**config.mk**
```make
export PLATFORM = sky130hd
export DESIGN_NAME = pixel_fetcher_flat
export DESIGN_NICKNAME = d
export VERILOG_FILES = /design/src/rtl/pixel_fetcher_if.sv /design/src/rtl/pixel_fetcher.sv /design/src/flat_wrapper.sv
export SDC_FILE = /design/constraint.sdc
export NUM_CORES = 1
export LEC_CHECK = 0
export BUFFER_PORTS_ARGS = -buffer_cell sky130_fd_sc_hd__buf_4
export CAP_MARGIN = 20
export CORE_UTILIZATION = 56
export DETAILED_ROUTE_END_ITERATION = 10
export PLACE_DENSITY = 0.76
export SLEW_MARGIN = 20
export SYNTH_ARGS = -nofsm -noshare
export SYNTH_HDL_FRONTEND = slang
export SYNTH_SLANG_ARGS = --single-unit
```
**constraint.sdc**
```tcl
create_clock -name clk_i -period 10.1 [get_ports clk_i]
set_clock_uncertainty 0.05 [all_clocks]
set_input_delay 0.505 -clock clk_i [delete_from_list [all_inputs] [get_ports clk_i]]
set_output_delay 0.505 -clock clk_i [all_outputs]
set_load 0.02 [all_outputs]
```
**src/rtl/pixel_fetcher_if.sv**
```systemverilog
// Bundle of the pixel fetcher's control, image-store and pixel-stream signals.
// The master modport is the fetcher; the slave modport is its environment.
interface pixel_fetcher_if;
  logic [1:0]  image_select;
  logic        frame_start;
  logic [1:0]  mem_select;
  logic [19:0] mem_addr;
  logic        mem_rd;
  logic [7:0]  mem_data;
  logic        pixel_valid;
  logic [23:0] pixel_rgb;
  logic        pixel_ready;
  logic        frame_done;

  modport master (
    input  image_select,
    input  frame_start,
    input  mem_data,
    input  pixel_ready,
    output mem_select,
    output mem_addr,
    output mem_rd,
    output pixel_valid,
    output pixel_rgb,
    output frame_done
  );

  modport slave (
    output image_select,
    output frame_start,
    output mem_data,
    output pixel_ready,
    input  mem_select,
    input  mem_addr,
    input  mem_rd,
    input  pixel_valid,
    input  pixel_rgb,
    input  frame_done
  );
endinterface

```
**src/rtl/pixel_fetcher.sv**
```systemverilog
// Pixel fetcher: reads 3-byte RGB pixels from a byte-wide image store and
// streams them out through a small FIFO with a valid/ready handshake.
module pixel_fetcher #(
  parameter int unsigned Resolution = 640 * 480,
  parameter int unsigned FifoDepth  = 4
) (
  input logic             clk_i,
  input logic             rst_ni,
  pixel_fetcher_if.master bus
);

  localparam int unsigned PtrW = (FifoDepth > 1) ? $clog2(FifoDepth) : 1;
  localparam int unsigned CntW = PtrW + 1;
  localparam int unsigned IdxW = (Resolution > 1) ? $clog2(Resolution) : 1;
  localparam logic [IdxW-1:0] LastIdx  = IdxW'(Resolution - 1);
  localparam logic [CntW-1:0] DepthCnt = CntW'(FifoDepth);

  typedef enum logic [2:0] {StIdle, StReadR, StReadG, StReadB, StPush} state_e;

  state_e          state_q, state_d;
  logic [IdxW-1:0] idx_q;
  logic [19:0]     base_q;      // byte address of the current pixel, 3*idx
  logic [1:0]      sel_q;
  logic [7:0]      r_q, g_q;

  logic [23:0]     fifo_q [FifoDepth];
  logic [PtrW-1:0] wr_q, rd_q;
  logic [CntW-1:0] cnt_q;
  logic [23:0]     last_q;      // last popped pixel, shown while the FIFO is empty

  logic        mem_rd;
  logic [19:0] mem_addr;
  logic        push;
  logic        pop;
  logic        frame_done;
  logic        restart;
  logic        flush;
  logic        last_pix;
  logic [23:0] push_data;

  assign restart   = bus.frame_start;
  assign flush     = bus.frame_start && (state_q != StIdle);
  assign last_pix  = (idx_q == LastIdx);
  assign pop       = (cnt_q != '0) && bus.pixel_ready;
  assign push_data = (sel_q == 2'd3) ? 24'h000000 : {r_q, g_q, bus.mem_data};

  // Next-state and read strobe/address decode; a restart overrides everything
  always_comb begin
    state_d    = state_q;
    mem_rd     = 1'b0;
    mem_addr   = '0;
    push       = 1'b0;
    frame_done = 1'b0;
    unique case (state_q)
      StIdle: begin
        if (bus.frame_start) state_d = StReadR;
      end
      StReadR: begin
        // Room checked here holds at PUSH because pops can only free space
        if (cnt_q < DepthCnt) begin
          mem_rd   = 1'b1;
          mem_addr = base_q;
          state_d  = StReadG;
        end
      end
      StReadG: begin
        mem_rd   = 1'b1;
        mem_addr = base_q + 20'd1;
        state_d  = StReadB;
      end
      StReadB: begin
        mem_rd   = 1'b1;
        mem_addr = base_q + 20'd2;
        state_d  = StPush;
      end
      StPush: begin
        push = 1'b1;
        if (last_pix) begin
          frame_done = 1'b1;
          state_d    = StIdle;
        end else begin
          state_d = StReadR;
        end
      end
      default: state_d = StIdle;
    endcase
    if (flush) begin
      state_d    = StReadR;
      push       = 1'b0;
      frame_done = 1'b0;
    end
  end

  // State register
  always_ff @(posedge clk_i) begin
    if (!rst_ni) state_q <= StIdle;
    else         state_q <= state_d;
  end

  // Pixel index, address base, latched select and partial colour capture
  always_ff @(posedge clk_i) begin
    if (!rst_ni) begin
      idx_q  <= '0;
      base_q <= '0;
      sel_q  <= '0;
      r_q    <= '0;
      g_q    <= '0;
    end else if (restart) begin
      idx_q  <= '0;
      base_q <= '0;
      sel_q  <= bus.image_select;
    end else begin
      if (state_q == StReadG) r_q <= bus.mem_data;
      if (state_q == StReadB) g_q <= bus.mem_data;
      if (push && !last_pix) begin
        idx_q  <= idx_q + 1'b1;
        base_q <= base_q + 20'd3;
      end
    end
  end

  // Output FIFO; depth is a power of two so pointers wrap naturally
  always_ff @(posedge clk_i) begin
    if (!rst_ni) begin
      for (int i = 0; i < int'(FifoDepth); i++) fifo_q[i] <= '0;
      wr_q   <= '0;
      rd_q   <= '0;
      cnt_q  <= '0;
      last_q <= '0;
    end else if (flush) begin
      wr_q  <= '0;
      rd_q  <= '0;
      cnt_q <= '0;
    end else begin
      if (push) begin
        fifo_q[wr_q] <= push_data;
        wr_q         <= wr_q + 1'b1;
      end
      if (pop) begin
        last_q <= fifo_q[rd_q];
        rd_q   <= rd_q + 1'b1;
      end
      if (push && !pop)      cnt_q <= cnt_q + 1'b1;
      else if (!push && pop) cnt_q <= cnt_q - 1'b1;
    end
  end

  assign bus.mem_rd      = mem_rd;
  assign bus.mem_addr    = mem_addr;
  assign bus.mem_select  = sel_q;
  assign bus.frame_done  = frame_done;
  assign bus.pixel_valid = (cnt_q != '0);
  assign bus.pixel_rgb   = (cnt_q != '0) ? fifo_q[rd_q] : last_q;

endmodule
```
**src/flat_wrapper.sv**
```systemverilog
// flat-port wrapper written by rule: the top's interface ports become plain ports
module pixel_fetcher_flat 
#(
  parameter int unsigned Resolution = 640 * 480,
  parameter int unsigned FifoDepth  = 4
)
  (clk_i, rst_ni, bus_image_select, bus_frame_start, bus_mem_data, bus_pixel_ready, bus_mem_select, bus_mem_addr, bus_mem_rd, bus_pixel_valid, bus_pixel_rgb, bus_frame_done);
  pixel_fetcher_if bus_i ();
  input logic clk_i;
  input logic rst_ni;
  input wire logic [$bits(bus_i.image_select)-1:0] bus_image_select;
  input wire logic [$bits(bus_i.frame_start)-1:0] bus_frame_start;
  input wire logic [$bits(bus_i.mem_data)-1:0] bus_mem_data;
  input wire logic [$bits(bus_i.pixel_ready)-1:0] bus_pixel_ready;
  output wire logic [$bits(bus_i.mem_select)-1:0] bus_mem_select;
  output wire logic [$bits(bus_i.mem_addr)-1:0] bus_mem_addr;
  output wire logic [$bits(bus_i.mem_rd)-1:0] bus_mem_rd;
  output wire logic [$bits(bus_i.pixel_valid)-1:0] bus_pixel_valid;
  output wire logic [$bits(bus_i.pixel_rgb)-1:0] bus_pixel_rgb;
  output wire logic [$bits(bus_i.frame_done)-1:0] bus_frame_done;
  assign bus_i.image_select = bus_image_select;
  assign bus_i.frame_start = bus_frame_start;
  assign bus_i.mem_data = bus_mem_data;
  assign bus_i.pixel_ready = bus_pixel_ready;
  assign bus_mem_select = bus_i.mem_select;
  assign bus_mem_addr = bus_i.mem_addr;
  assign bus_mem_rd = bus_i.mem_rd;
  assign bus_pixel_valid = bus_i.pixel_valid;
  assign bus_pixel_rgb = bus_i.pixel_rgb;
  assign bus_frame_done = bus_i.frame_done;
  pixel_fetcher #(.Resolution(Resolution), .FifoDepth(FifoDepth)) u_core (.clk_i(clk_i), .rst_ni(rst_ni), .bus(bus_i));
endmodule
```
==> results.yml, run 1 <==
power:
  finalPower_uw: 1920
  p_leak_uw: 0.00344
  powerDensity_nw_per_um2: 192
  ir_drop_mv: 0.135
clocking:
  cts.sinks: 189
  clk_pin_slew_worst_paths_ps: 70
  htree_levels: 4
  clk_latency_ps: 430
  cts_buffers: 17
  max-clock-path-buffers: 2
  hold_buffers: 0
  root_buffer: "clkbuf_16"
  post_cts_buffers: 0
  cts_resized: 0
  cts_tree: "done"
yosys:
  synth_area_um2: 8910
  synth-seq-area-share: 0.533
  synth_top_area_frac: 0.324
  yosysWarningCount: 0
  postSynthAreaPerCell_um2: 10.1
  synth-seq-cells: 189
  synth_cell_types: 54
  synth_enable_flop_cells: 96
  synthTopCellsByArea: "edfxtp_1 32%, dfxtp_1 21%, nor2_1 6.6%"
  synth_ff_type: "edfxtp_1"
  syn_nets: 902
  yosys.area.top_type: "edfxtp_1"
  synth_cells: 881
  async_flop_share: 0
setup_path:
  crit_type: "reg -> reg"
  critPathArrivalTime_ps: 4080
  ff2ff_setup_slack_ps: 6020
  cp-start-kind: "flip-flop"
  cp-end-kind: "flip-flop"
  critPathRequiredTime_ps: 10110
  worstPathMaxFanout: 27
placed_design:
  io_buffers: 62
  gp_congestion: 0.874
  preCtsSetupSlack_ps: 5860
  place_hpwl_um: 12500
drt:
  vias: 6535
  drc: 0
  wl_um: 19500
  viasPerCell: 5.78
  antenna_left: 0
  wl_per_cell_um: 17.3
  drt_iter0_markers: 563
  dr.pass1.iters: 5
cells_and_area:
  layout.nets: 927
  num_antenna_cells: 0
  syn_to_final_growth_pct: 12.0
  final_common_cell: "nor2_1"
  drive_above_1_share: 0.173
  final_cell_mix: "157 x nor2_1, 134 x nand2_1, 96 x edfxtp_1"
sta:
  setup_violations: 0
  slew_headroom: 0.240
  slew_viol_final: 0
  worst_pin_slew_ps: 1140
  period_share: 0.404
  whs_ps: 285
  hold_violations: 0
  setup_slack_ps: 6020
  finalSetupTns_ps: 0
  rsz0062_at_grt: "false"
  finalCriticalPeriod_ps: 4080
  fmax_mhz: 245
global_routing:
  track_usage: 0.253
  grt_max_degree: 52
  first_global_vias: 6160
  grt_pass1_wl_um: 31800
  antenna_found_initial: 0
  grt.overflow.total: 0
min_path:
  hp-class: "in -> reg"
floorplanning:
  io_pins: 63
  initial_core_util: 0.579
  rows: 45
  die_w_um: 128
  coreArea_um2: 15400
  die_h_um: 128
  die-area_um2: 16400
run:
  maxCapViolations: 0
run_status:
  outcome: "completed"
## cell families (layout without fill, tap and decap cells)
logic type / after synthesis / count (layout) / share of synthesized area
buffers and inverters: 71 / 109 / 0.0329
DFF: 189 / 189 / 0.533
and+or+nand+nor: 383 / 383 / 0.188
adders and majority gates: 7 / 7 / 0.0107
muxes: 53 / 53 / 0.0966
xor gates and xnor gates: 36 / 36 / 0.0354
AOI/OAI and AO/OA: 142 / 142 / 0.104
## Yosys cell counts, types with 6 or more instances
cell / count
a21oi_1: 18
nand2_1: 135
mux2_2: 24
clkbuf_1: 47
buf_2: 9
o211ai_1: 13
inv_1: 8
o21ai_0: 41
nor2_1: 157
xor2_1: 31
nand3_1: 19
mux4_2: 24
ha_1: 6
nor4_1: 6
a21boi_0: 40
edfxtp_1: 96
nand4_1: 13
dfxtp_1: 93
or3_1: 8
nor3_1: 12
o31ai_1: 8
## power breakdown
part / internal (uW) / total [uW] / leakage (uW) / switching (uW)
sequential: 839 / 858 / 0.00174 / 19.0
combinational: 195 / 437 / 0.00143 / 242
clock: 333 / 626 / 0.000269 / 293
total: 1370 / 1920 / 0.00344 / 554
## area by class of cell
class                   instances  area [um^2]
well taps                     211          264
clock buffers                  22          464
flip-flops and latches        189         4750
multi-input cells             621         3880
repair buffers                 68          510
inverters                       9         33.8
clock inverters                10         80.1
fillers                      1226         5390
## stage by stage
stage,instances,cell area (um^2),utilization
after floorplan,881,8910,-
after global placement,1098,9430,0.613
after detailed placement,1098,9430,0.613
after CTS,1130,9970,0.649
after global routing,1130,9980,0.649
final,1130,9980,0.649
## per-layer routing
| layer | vias to the layer above | GRT usage | part of all wire |
|---|---|---|---|
| met3 | 28 | 0.0467 | 0.060 |
| met4 | 0 | 0.0830 | 0.015 |
| met2 | 246 | 0.423 | 0.49 |
| met1 | 3113 | 0.333 | 0.44 |
| met5 | - | 0 | 0 |
| li1 | 3148 | - | - |
## state kept, by name (all words and copies together) (netlist names), named ones only
signal	flops
u_core.state_q	3
u_core.g_q	8
u_core.base_q	20
u_core.rd_q	2
u_core.r_q	8
u_core.cnt_q	3
u_core.fifo_q	96
u_core.wr_q	2
u_core.bus.mem_select	2
u_core.idx_q	19
u_core.last_q	24
## critical path, stage by stage (launching register included)
cell and delay (ps):
dfxtp_1 490, or4b_4 710, inv_2 250, nand2_2 380
or3_1 850, nand2_1 950
## final timing paths
kind | from | endpoint | depth (start not counted)
max | u_core.state_q[0] | u_core.fifo_q[0][19] | 5
min | bus_image_select[1] | u_core.bus.mem_select[1] | 3
min reg2reg | u_core.last_q[12] | u_core.last_q[12] | 2
max reg2reg | u_core.state_q[0] | u_core.fifo_q[0][19] | 5
No activity file was read; power rests on OpenSTA's default activity.
==> inputs of run 2 (changes only) <==
- clock period: 10.1 -> 4.3 ns (I/O delays scaled with it)
==> results.yml, run 2 (synthesis gave the netlist of run 1 again) <==
run_status:
  outcome: "completed"
setup_path:
  reg2reg_from: "u_core.state_q[0]"
  critPathArrivalTime_ps: 3550
  critPathMaxStageDelay_ps: 710
  worstPathMaxFanout: 27
  worst_r2r_endpoint: "u_core.fifo_q[0][7]"
  cpMostUsedCell: "buf_4"
  cp.buffers_inverters: 3
  cp-start-kind: "flip-flop"
  slowest_stage: "or4b_4"
  critical_path.cell_chain: "or4b_4 > inv_2 > nand2_2 > or3_1 > buf_4 > nand2_1 > buf_4"
  crit_type: "reg -> reg"
  ff2ff_setup_slack_ps: 830
  cp_top_family: "simple AND/OR/NAND/NOR gates"
  critPathRequiredTime_ps: 4380
  cp-end-kind: "flip-flop"
  ff2ff_path_depth: 7
sta:
  finalSetupTns_ps: 0
  setup_violations: 0
  finalCriticalPeriod_ps: 3470
  slew_headroom: 0.332
  slew_viol_final: 0
  fmax_mhz: 288
  worst_pin_slew_ps: 995
  rsz0062_at_grt: "false"
  hold_violations: 0
  setup_slack_ps: 828
  period_share: 0.808
clocking:
  clk_pin_slew_worst_paths_ps: 70
  clk_latency_ps: 440
  cts_tree: "done"
  htree_levels: 4
  cts_resized: 0
  root_buffer: "clkbuf_16"
  max-clock-path-buffers: 2
  cts_buffers: 17
  cts.sinks: 189
placed_design:
  dpl-instance-area_um2: 9460
  dp.cells: 1103
  place_hpwl_um: 12300
  io_buffers: 62
  gp_congestion: 0.859
  preCtsSetupSlack_ps: 887
cells_and_area:
  n_fill_cell: 1246
  syn_to_final_growth_pct: 13.0
  reg_top3: "u_core.fifo_q: 96 flops, u_core.last_q: 24 flops, u_core.base_q: 20 flops"
  seq_area_um2: 4750
  multi_input_comb_area_um2: 3870
  top_register: "u_core.fifo_q"
  final_area_um2: 10100
  largest_reg_flops: 96
  layout.cells.non_filler: 1137
  fin_util: 0.655
  final_common_cell: "nor2_1"
  num_antenna_cells: 0
  layout.nets: 934
  final_cell_mix: "157 x nor2_1, 135 x nand2_1, 96 x edfxtp_1"
  drive_above_1_share: 0.175
global_routing:
  grt_pass1_wl_um: 31200
  grt_max_degree: 52
  track_usage: 0.249
  grtUsageMet2: 0.420
  top_usage_layer: "met2"
  first_global_vias: 6132
  antenna_found_initial: 0
  grt.overflow.total: 0
  met1_usage: 0.325
  use_met3: 0.0480
power:
  ir_drop_mv: 0.294
  p_leak_uw: 0.00349
  powerDensity_nw_per_um2: 459
drt:
  drt_iter0_markers: 457
  wl_um: 19400
  dr.pass1.iters: 5
  viasPerCell: 5.72
  vias: 6504
  wl_per_cell_um: 17.1
  antenna_left: 0
  drc: 0
floorplanning:
  initial_core_util: 0.579
  io_pins: 63
  rows: 45
  die-area_um2: 16400
  coreArea_um2: 15400
  die_h_um: 128
  die_w_um: 128
min_path:
  min_from: "bus_mem_data[3]"
  holdPathEnd: "u_core.g_q[3]"
  hp-class: "in -> reg"
  whs_path_depth: 3
run:
  maxCapViolations: 0
==> run 2: area by class of cell <==
type	count	area share
multi-input cells	621	0.385
repair buffers	75	0.0564
clock inverters	11	0.0129
inverters	9	0.00336
well taps	211	0.0262
clock buffers	21	0.0447
flip-flops and latches	189	0.471
==> run 2: repair_timing <==
item / CTS / global route
buffers inserted: 0 / 0
endpoints found under the hold margin: 2 / 0
hold buffers: 2 / 0
==> run 2: worst max-delay path by stage <==
stage	from	end	slack, ps	cells past startpoint
after floorplan	u_core.state_q[0]	u_core.fifo_q[2][0]	950	4
after global placement	u_core.state_q[0]	u_core.fifo_q[0][16]	930	7
after detailed placement	u_core.state_q[0]	u_core.fifo_q[0][21]	890	7
after CTS	u_core.state_q[0]	u_core.fifo_q[0][3]	870	7
after global routing	u_core.state_q[0]	u_core.fifo_q[0][3]	650	7
final	u_core.state_q[0]	u_core.fifo_q[0][7]	830	7
==> run 2: metrics by stage <==
stage	power, uW	hold slack (ps)
global route	4800	21.9
global placement	3070	397
floorplan	2780	310
CTS	4650	14.4
finish	4620	28.8
detailed placement	3080	404
==> run 2: routing by layer <==
| metal | vias to the layer above | wire length, um |
|---|---|---|
| met2 | 177 | 9680 |
| li1 | 3177 | - |
| met5 | - | 0 |
| met1 | 3129 | 8560 |
| met3 | 21 | 975 |
| met4 | 0 | 210 |
==> run 2: worst min-delay path: cells and delay by family <==
family / cells / cell delay (ps)
AO/OA/AOI/OAI: 1 / 60
buffers and inverters: 1 / 140
AND/OR/NAND/NOR: 1 / 50
==> run 2: report_power, final <==
part | internal [uW] | total, uW | switching (uW)
logic | 466 | 1010 | 547
registers | 1970 | 2040 | 66.4
clock network | 881 | 1580 | 694
total | 3320 | 4620 | 1310
